**src/rtl/row_max_scheduler.sv**
```systemverilog
// Row maximum / argmax scheduler for one fp16 attention score row.
// Feeds one element per cycle through a single fp16 comparator against the
// running maximum, then holds {max, idx} on a valid/ready output.
// Optional build macro: ROWMAX_TIE_LAST_EN (ties report the last occurrence).

// fp16 comparator: total order over non-NaN values, +0 ranks above -0.
module comparator #(
  parameter int unsigned DATA_WIDTH = 16
) (
  input  logic [DATA_WIDTH-1:0] a,
  input  logic [DATA_WIDTH-1:0] b,
  output logic                  agb,
  output logic                  aeb,
  output logic                  unordered
);
  localparam int unsigned EXP_W = 5;
  localparam int unsigned MAN_W = 10;

  logic                  nan_a;
  logic                  nan_b;
  logic [DATA_WIDTH-1:0] key_a;
  logic [DATA_WIDTH-1:0] key_b;

  // Map sign-magnitude to an unsigned key so plain magnitude compare orders it.
  always_comb begin
    nan_a     = (&a[MAN_W +: EXP_W]) && (|a[MAN_W-1:0]);
    nan_b     = (&b[MAN_W +: EXP_W]) && (|b[MAN_W-1:0]);
    key_a     = a[DATA_WIDTH-1] ? ~a : {1'b1, a[DATA_WIDTH-2:0]};
    key_b     = b[DATA_WIDTH-1] ? ~b : {1'b1, b[DATA_WIDTH-2:0]};
    unordered = nan_a || nan_b;
    agb       = !unordered && (key_a > key_b);
    aeb       = !unordered && (a == b);
  end
endmodule

module row_max_scheduler #(
  parameter int unsigned DATA_WIDTH = 16,
  parameter int unsigned ROW_LEN    = 32,
  parameter int unsigned IDX_W      = 5
) (
  input  logic                  clk,
  input  logic                  resetn,
  input  logic                  start,
  input  logic [IDX_W:0]        len_cfg,
  input  logic                  flush,
  input  logic                  in_valid,
  output logic                  in_ready,
  input  logic [DATA_WIDTH-1:0] in_data,
  output logic                  out_valid,
  input  logic                  out_ready,
  output logic [DATA_WIDTH-1:0] out_max,
  output logic [IDX_W-1:0]      out_idx,
  output logic                  busy
);
  localparam int unsigned CNT_W = IDX_W + 1;

  typedef enum logic [1:0] {S_IDLE, S_RUN, S_OUT} state_t;

  state_t                state_q, state_d;
  logic [CNT_W-1:0]      count_q, count_d;
  logic [CNT_W-1:0]      len_q, len_d;
  logic [DATA_WIDTH-1:0] max_q, max_d;
  logic [IDX_W-1:0]      idx_q, idx_d;
  logic                  in_ready_q, in_ready_d;
  logic                  out_valid_q, out_valid_d;
  logic                  busy_q, busy_d;

  logic                  cmp_agb;
  logic                  cmp_aeb;
  logic                  cmp_unord;
  logic                  unused_unord;
  logic                  take_c;
  logic [CNT_W-1:0]      eff_len_c;

  // Single comparator: incoming element against the running maximum.
  comparator #(.DATA_WIDTH(DATA_WIDTH)) u_cmp (
    .a         (in_data),
    .b         (max_q),
    .agb       (cmp_agb),
    .aeb       (cmp_aeb),
    .unordered (cmp_unord)
  );

  // NaN ordering is already folded into agb/aeb; the flag itself is not needed.
  assign unused_unord = cmp_unord;

  // Zero or oversize lengths run a full row.
  assign eff_len_c = ((len_cfg == '0) || (len_cfg > CNT_W'(ROW_LEN)))
                   ? CNT_W'(ROW_LEN) : len_cfg;

`ifdef ROWMAX_TIE_LAST_EN
  assign take_c = cmp_agb || cmp_aeb;
`else
  assign take_c = cmp_agb;
`endif

  // Next-state, datapath update and registered-output decode.
  always_comb begin
    state_d = state_q;
    count_d = count_q;
    len_d   = len_q;
    max_d   = max_q;
    idx_d   = idx_q;
    unique case (state_q)
      S_IDLE: begin
        if (!flush && start) begin
          len_d   = eff_len_c;
          count_d = '0;
          state_d = S_RUN;
        end
      end
      S_RUN: begin
        if (flush) begin
          count_d = '0;
          state_d = S_IDLE;
        end else if (in_valid && in_ready_q) begin
          if ((count_q == '0) || take_c) begin
            max_d = in_data;
            idx_d = IDX_W'(count_q);
          end
          count_d = count_q + CNT_W'(1);
          if (count_q == (len_q - CNT_W'(1))) begin
            state_d = S_OUT;
          end
        end
      end
      S_OUT: begin
        if (flush) begin
          count_d = '0;
          state_d = S_IDLE;
        end else if (out_ready) begin
          state_d = S_IDLE;
        end
      end
      default: begin
        count_d = '0;
        state_d = S_IDLE;
      end
    endcase
    in_ready_d  = (state_d == S_RUN);
    out_valid_d = (state_d == S_OUT);
    busy_d      = (state_d != S_IDLE);
  end

  // State and output registers; reset clears the partial row immediately.
  always_ff @(posedge clk or negedge resetn) begin
    if (!resetn) begin
      state_q     <= S_IDLE;
      count_q     <= '0;
      len_q       <= CNT_W'(ROW_LEN);
      max_q       <= '0;
      idx_q       <= '0;
      in_ready_q  <= 1'b0;
      out_valid_q <= 1'b0;
      busy_q      <= 1'b0;
    end else begin
      state_q     <= state_d;
      count_q     <= count_d;
      len_q       <= len_d;
      max_q       <= max_d;
      idx_q       <= idx_d;
      in_ready_q  <= in_ready_d;
      out_valid_q <= out_valid_d;
      busy_q      <= busy_d;
    end
  end

  assign in_ready  = in_ready_q;
  assign out_valid = out_valid_q;
  assign busy      = busy_q;
  assign out_max   = max_q;
  assign out_idx   = idx_q;
endmodule

```
**config.mk**
```make
export PLATFORM = sky130hd
export DESIGN_NAME = row_max_scheduler
export DESIGN_NICKNAME = d
export VERILOG_FILES = /design/src/rtl/row_max_scheduler.sv
export SDC_FILE = /design/constraint.sdc
export NUM_CORES = 1
export LEC_CHECK = 0
export CAP_MARGIN = 20
export CORE_MARGIN = 2
export CORE_UTILIZATION = 52
export CTS_CLUSTER_SIZE = 14
export DETAILED_ROUTE_END_ITERATION = 8
export GPL_TIMING_DRIVEN = 0
export PLACE_DENSITY = 0.81
export SYNTH_ARGS = -nofsm -noshare
export SYNTH_HDL_FRONTEND = slang
export SYNTH_SLANG_ARGS = --single-unit
```
**constraint.sdc**
```tcl
create_clock -name clk -period 4.1 [get_ports clk]
set_input_delay 0.615 -clock clk [delete_from_list [all_inputs] [get_ports clk]]
set_output_delay 0.615 -clock clk [all_outputs]
set_load 0.02 [all_outputs]
```
==> report_table.html <==
<table>
<tr><th>Metric</th><th>Value</th></tr>
<tr><th colspan="2">CTS</th></tr>
<tr><td>Clock transition at the register clock pins on the worst setup and hold paths after CTS</td><td>0.07 ns</td></tr>
<tr><td>Htree depth</td><td>2</td></tr>
<tr><td>Insertion delay to the later sink of the worst-skew pair</td><td>a little under 0.3 ns</td></tr>
<tr><td>Setup repair bufs after CTS</td><td>0</td></tr>
<tr><td>Hold-fix buffers, CTS</td><td>0</td></tr>
<tr><td>Maximum buffer depth of the clock tree</td><td>2</td></tr>
<tr><td>Number of clock buffers inserted by TritonCTS</td><td>5</td></tr>
<tr><td>Buffer cell driving the clock tree root</td><td>sky130_fd_sc_hd__clkbuf_8</td></tr>
<tr><td>CTS-repair resized insts</td><td>0</td></tr>
<tr><td>Number of sinks on the clock net</td><td>38</td></tr>
<tr><td>CTS tree</td><td>built</td></tr>
<tr><th colspan="2">Route</th></tr>
<tr><td>Via density</td><td>roughly 5.6</td></tr>
<tr><td>Number of vias in the routed layout</td><td>2,002</td></tr>
<tr><td>Starting DRT DRC Count</td><td>between 100 and 150</td></tr>
<tr><td>Post-DRT Antenna Nets</td><td>0</td></tr>
<tr><td>Routed len/inst</td><td>between 15 and 20 um</td></tr>
<tr><td>Total Routed Length</td><td>roughly 5300 um</td></tr>
<tr><td>First-pass DRT Iterations</td><td>4</td></tr>
<tr><td>DRC</td><td>0</td></tr>
<tr><th colspan="2">Critical path</th></tr>
<tr><td>Type of destination of the critical path</td><td>register</td></tr>
<tr><td>Capturing point of the worst reg2reg path</td><td>out_max[8]</td></tr>
<tr><td>Critical R2R Launch</td><td>out_max[15]</td></tr>
<tr><td>Largest fanout on the critical path</td><td>10</td></tr>
<tr><td>Critical path capture point</td><td>out_max[8]</td></tr>
<tr><td>Data required time at the worst endpoint</td><td>about 4.3 ns</td></tr>
<tr><td>Data arrival time at the worst-slack endpoint</td><td>3.91 ns</td></tr>
<tr><td>Startpoint types</td><td>input pin</td></tr>
<tr><td>Setup slack, reg-to-reg</td><td>between 0.3 and 0.4 ns</td></tr>
<tr><td>Cell depth of the worst flop-to-flop path</td><td>11</td></tr>
<tr><td>Timing startpoint of the critical path</td><td>in_data[15]</td></tr>
<tr><td>Critical Setup Path Class</td><td>in -&gt; reg</td></tr>
<tr><th colspan="2">Cells and area</th></tr>
<tr><td>Number of antenna repair diodes</td><td>0</td></tr>
<tr><td>Net count, final</td><td>between 300 and 400</td></tr>
<tr><td>Layout overhead on the synthesized area</td><td>25.87%</td></tr>
<tr><td>Share of cells above drive strength 1</td><td>10.96%</td></tr>
<tr><td>Layout filler cell count</td><td>358</td></tr>
<tr><td>Register area</td><td>roughly 950 um^2</td></tr>
<tr><td>Area used by multi-input combinational logic</td><td>between 0.001 and 0.0015 mm^2</td></tr>
<tr><td>Final cell count without fillers</td><td>~360</td></tr>
<tr><td>Final std cell area, no fill</td><td>roughly 0.0032 mm^2</td></tr>
<tr><th colspan="2">Power and ir drop</th></tr>
<tr><td>Clock network fraction of design power</td><td>14.0%</td></tr>
<tr><td>Total power draw</td><td>~1900 uW</td></tr>
<tr><td>Proportion of power drawn by flip-flops and latches</td><td>~31%</td></tr>
<tr><td>Power per standard cell area</td><td>around 600 mW/mm^2</td></tr>
<tr><td>Combinational fraction of design power</td><td>54.7%</td></tr>
<tr><td>Maximum vdd ir drop</td><td>roughly 0.00023 V</td></tr>
<tr><td>Leakage power total</td><td>0.001352 uW</td></tr>
<tr><td>Internal cell power</td><td>around 1200 uW</td></tr>
<tr><td>Net switching power of the design</td><td>749.4 uW</td></tr>
<tr><td>Switching share of total power</td><td>around 40%</td></tr>
<tr><th colspan="2">Floorplan</th></tr>
<tr><td>Area of the die</td><td>~0.0054 mm^2</td></tr>
<tr><td>Starting Density</td><td>a little over half</td></tr>
<tr><td>Placeable core region</td><td>around 0.0047 mm^2</td></tr>
<tr><td>Number of placement rows</td><td>25</td></tr>
<tr><td>Die Width</td><td>about 74 um</td></tr>
<tr><td>Number of ports placed on the die boundary</td><td>52</td></tr>
<tr><td>Height of the chip</td><td>73.68 um</td></tr>
<tr><th colspan="2">GRT</th></tr>
<tr><td>Pin count of the biggest net entering global routing</td><td>39</td></tr>
<tr><td>Met3 demand-to-capacity share in global routing</td><td>between 4 and 5%</td></tr>
<tr><td>Most Crowded Layer GR</td><td>met2</td></tr>
<tr><td>Global routing met2 resource utilization</td><td>roughly 37%</td></tr>
<tr><td>Leftover overflow at the end of global routing</td><td>0</td></tr>
<tr><td>Via count of the first global-routing pass</td><td>1,935</td></tr>
<tr><td>Antenna violations before repair</td><td>0</td></tr>
<tr><td>Wire length of the first global-routing pass</td><td>between 8000 and 9000 um</td></tr>
<tr><td>Aggregate global-route resource usage</td><td>a little over a fifth</td></tr>
<tr><td>Routing usage on met1</td><td>around 25%</td></tr>
<tr><th colspan="2">Logic synthesis</th></tr>
<tr><td>Post-Syn Area per Cell</td><td>10.39 um^2</td></tr>
<tr><td>Most frequent cell after synthesis</td><td>sky130_fd_sc_hd__dfrtp_1</td></tr>
<tr><td>Number of flops mapped to enable cells by yosys</td><td>0</td></tr>
<tr><td>Post-synthesis share of cell area spent on and, or, nand and nor gates</td><td>approximately 14%</td></tr>
<tr><td>Net count after synthesis</td><td>between 200 and 300</td></tr>
<tr><td>Mux share of post-synthesis cell area</td><td>under 10%</td></tr>
<tr><td>Biggest area contributors in the synthesized netlist</td><td>sky130_fd_sc_hd__dfrtp_1, sky130_fd_sc_hd__ha_1, sky130_fd_sc_hd__xnor2_1</td></tr>
<tr><td>Flip-flop and latch count after synthesis</td><td>38</td></tr>
<tr><td>Mapped cell area</td><td>between 0.002 and 0.003 mm^2</td></tr>
<tr><td>Instance count of the mapped netlist</td><td>approximately 240</td></tr>
<tr><td>Count of distinct cell types in the synthesized netlist</td><td>43</td></tr>
<tr><td>XOR/XNOR Fraction of Synth Area</td><td>14.22%</td></tr>
<tr><td>Area fraction of the dominant cell type after synthesis</td><td>36.67%</td></tr>
<tr><td>Most numerous cell types in the synthesized netlist</td><td>sky130_fd_sc_hd__dfrtp_1, sky130_fd_sc_hd__xnor2_1, sky130_fd_sc_hd__ha_1</td></tr>
<tr><td>Share of flip-flops with an asynchronous set or reset after synthesis</td><td>100.0%</td></tr>
<tr><td>Total of warnings raised by yosys</td><td>0</td></tr>
<tr><td>Arithmetic-cell share of the synthesized area counting full adders, half adders and majority gates</td><td>under 10%</td></tr>
<tr><td>Cell taking the most area after synthesis</td><td>sky130_fd_sc_hd__dfrtp_1</td></tr>
<tr><td>Largest family of logic cells by synthesized area</td><td>XOR/XNOR gates</td></tr>
<tr><td>Compound-cell area share of the yosys netlist</td><td>approximately 11%</td></tr>
<tr><td>Flip-flop cell with the highest count after synthesis</td><td>sky130_fd_sc_hd__dfrtp_1</td></tr>
<tr><td>Part of the Yosys area used for sequential elements</td><td>a little under two fifths</td></tr>
<tr><th colspan="2">STA</th></tr>
<tr><td>Post-route setup slack</td><td>0.3683 ns</td></tr>
<tr><td>Clock period minus final worst setup slack</td><td>about 3.7 ns</td></tr>
<tr><td>Accumulated negative setup slack</td><td>0 ns</td></tr>
<tr><td>Final worst path period share</td><td>91.02%</td></tr>
<tr><td>Max_slew headroom</td><td>between 40 and 50%</td></tr>
<tr><td>Clock tree skew after final layout</td><td>approximately 0.0034 ns</td></tr>
<tr><td>Final setup fails</td><td>0</td></tr>
<tr><td>Max-slew violation count</td><td>0</td></tr>
<tr><td>Maximum frequency from static timing analysis</td><td>268.0 MHz</td></tr>
<tr><td>RSZ-0062 raised after global routing</td><td>no</td></tr>
<tr><td>Measured slew at the worst slew-check pin</td><td>between 0.8 and 0.9 ns</td></tr>
<tr><td>Hold violation total from the final report</td><td>0</td></tr>
<tr><th colspan="2">Place</th></tr>
<tr><td>Total half-perimeter wirelength after legalization and detailed placement</td><td>slightly above 4000 um</td></tr>
<tr><td>Count of placed standard cells including taps</td><td>approximately 350</td></tr>
<tr><td>Count of input and output buffers</td><td>50</td></tr>
<tr><td>Final weighted congestion of routability-driven global placement</td><td>slightly above 0.8</td></tr>
<tr><td>Pre-CTS worst setup slack</td><td>between 0.1 and 0.15 ns</td></tr>
<tr><td>Dpl cell area</td><td>0.003088 mm^2</td></tr>
<tr><th colspan="2">Status</th></tr>
<tr><td>Result of the run</td><td>completed</td></tr>
<tr><th colspan="2">Min path</th></tr>
<tr><td>Class of the tightest hold or removal check</td><td>in -&gt; async</td></tr>
<tr><th colspan="2">Flow run</th></tr>
<tr><td>Maximum Capacitance Violations</td><td>0</td></tr>
</table>
-- final cells by class --
type | count | share of cell area [%]
Inverter | 8 | 0.9449
Multi-Input combinational cell | 186 | 46.14
Buffer | 11 | 2.402
Clock buffer | 8 | 2.835
Tap cell | 54 | 2.126
Sequential cell | 38 | 29.96
Timing Repair Buffer | 50 | 15.59
-- kinds of logic (layout without fill, tap and decap cells) --
group | Yosys count | after routing
AND/OR/NAND/NOR | 66 | 66
AO/OA/AOI/OAI | 42 | 42
XOR/XNOR | 41 | 41
flip-flops | 38 | 38
adder cells (fa/ha/maj) | 19 | 19
buffers and inverters | 19 | 77
multiplexers | 18 | 18
-- cell usage in the layout (no fill, tap or decap), types with 3 or more instances in the layout --
| cell | instances |
|---|---|
| sky130_fd_sc_hd__clkbuf_8 | 6 |
| sky130_fd_sc_hd__inv_1 | 8 |
| sky130_fd_sc_hd__xnor2_1 | 25 |
| sky130_fd_sc_hd__nand2_1 | 12 |
| sky130_fd_sc_hd__o21ai_0 | 12 |
| sky130_fd_sc_hd__nor4_1 | 8 |
| sky130_fd_sc_hd__nor2b_1 | 3 |
| sky130_fd_sc_hd__nor2_1 | 10 |
| sky130_fd_sc_hd__mux2_2 | 8 |
| sky130_fd_sc_hd__clkbuf_1 | 9 |
| sky130_fd_sc_hd__clkdlybuf4s50_1 | 49 |
| sky130_fd_sc_hd__dfrtp_1 | 37 |
| sky130_fd_sc_hd__a21oi_1 | 14 |
| sky130_fd_sc_hd__xor2_1 | 16 |
| sky130_fd_sc_hd__mux2_4 | 10 |
| sky130_fd_sc_hd__nand3_1 | 11 |
| sky130_fd_sc_hd__nand4_1 | 5 |
| sky130_fd_sc_hd__ha_1 | 19 |
| sky130_fd_sc_hd__nand2b_1 | 5 |
-- state kept, by name, indices dropped and copies added (netlist names) --
register and cells:
count_q 6, len_q 6, in_ready 1, out_idx 5, out_max 16, state_q 2
out_valid 1, busy 1
-- worst min-delay path by stage --
| stage | to | start | cells past startpoint | slack, ns |
|---|---|---|---|---|
| CTS | out_max[12] | resetn | 1 | 0.46 |
| detailed placement | len_q[5] | len_q[5] | 2 | 0.48 |
| finish | out_max[5] | resetn | 1 | 0.43 |
| global placement | len_q[5] | len_q[5] | 2 | 0.48 |
| global route | out_max[12] | resetn | 1 | 0.49 |
| floorplan | busy | resetn | 0 | 0.32 |
-- power by group through the flow --
stage	sequential [uW]	combinational [uW]	clock (uW)
final	597	1040	268
after global routing	612	1150	292
after CTS	598	1040	276
after detailed placement	605	1040	0
after global placement	602	1010	0
after floorplan	682	604	0
-- worst max-delay path, cell delays in order --
cell                       delay, ns
sky130_fd_sc_hd__clkbuf_1       0.41
sky130_fd_sc_hd__clkbuf_1       0.59
sky130_fd_sc_hd__xor2_1         0.15
sky130_fd_sc_hd__ha_1           0.35
sky130_fd_sc_hd__nand2_1        0.06
sky130_fd_sc_hd__o21a_1         0.18
sky130_fd_sc_hd__o311ai_0       0.54
sky130_fd_sc_hd__o311ai_4       0.21
sky130_fd_sc_hd__and2_1         0.19
sky130_fd_sc_hd__buf_6          0.14
sky130_fd_sc_hd__buf_12         0.15
sky130_fd_sc_hd__mux2_4         0.29
-- routing by layer --
layer | share of wire, % | wire length (um) | up-vias
met3 | 3.6 | 194 | 6
met5 | 0 | 0 | -
met1 | 45 | 2390 | 982
met2 | 51 | 2707 | 42
li1 | - | - | 972
met4 | 0.95 | 51 | 0
-- per-stage QoR --
step | util [%] | hold WS [ns]
after floorplan | - | 0.3194
after global placement | 65.92 | 0.4784
after detailed placement | 65.81 | 0.4827
after CTS | 67.73 | 0.4563
after global routing | 67.73 | 0.4912
final | 67.73 | 0.4283
No activity file was read; power rests on OpenSTA's default activity.
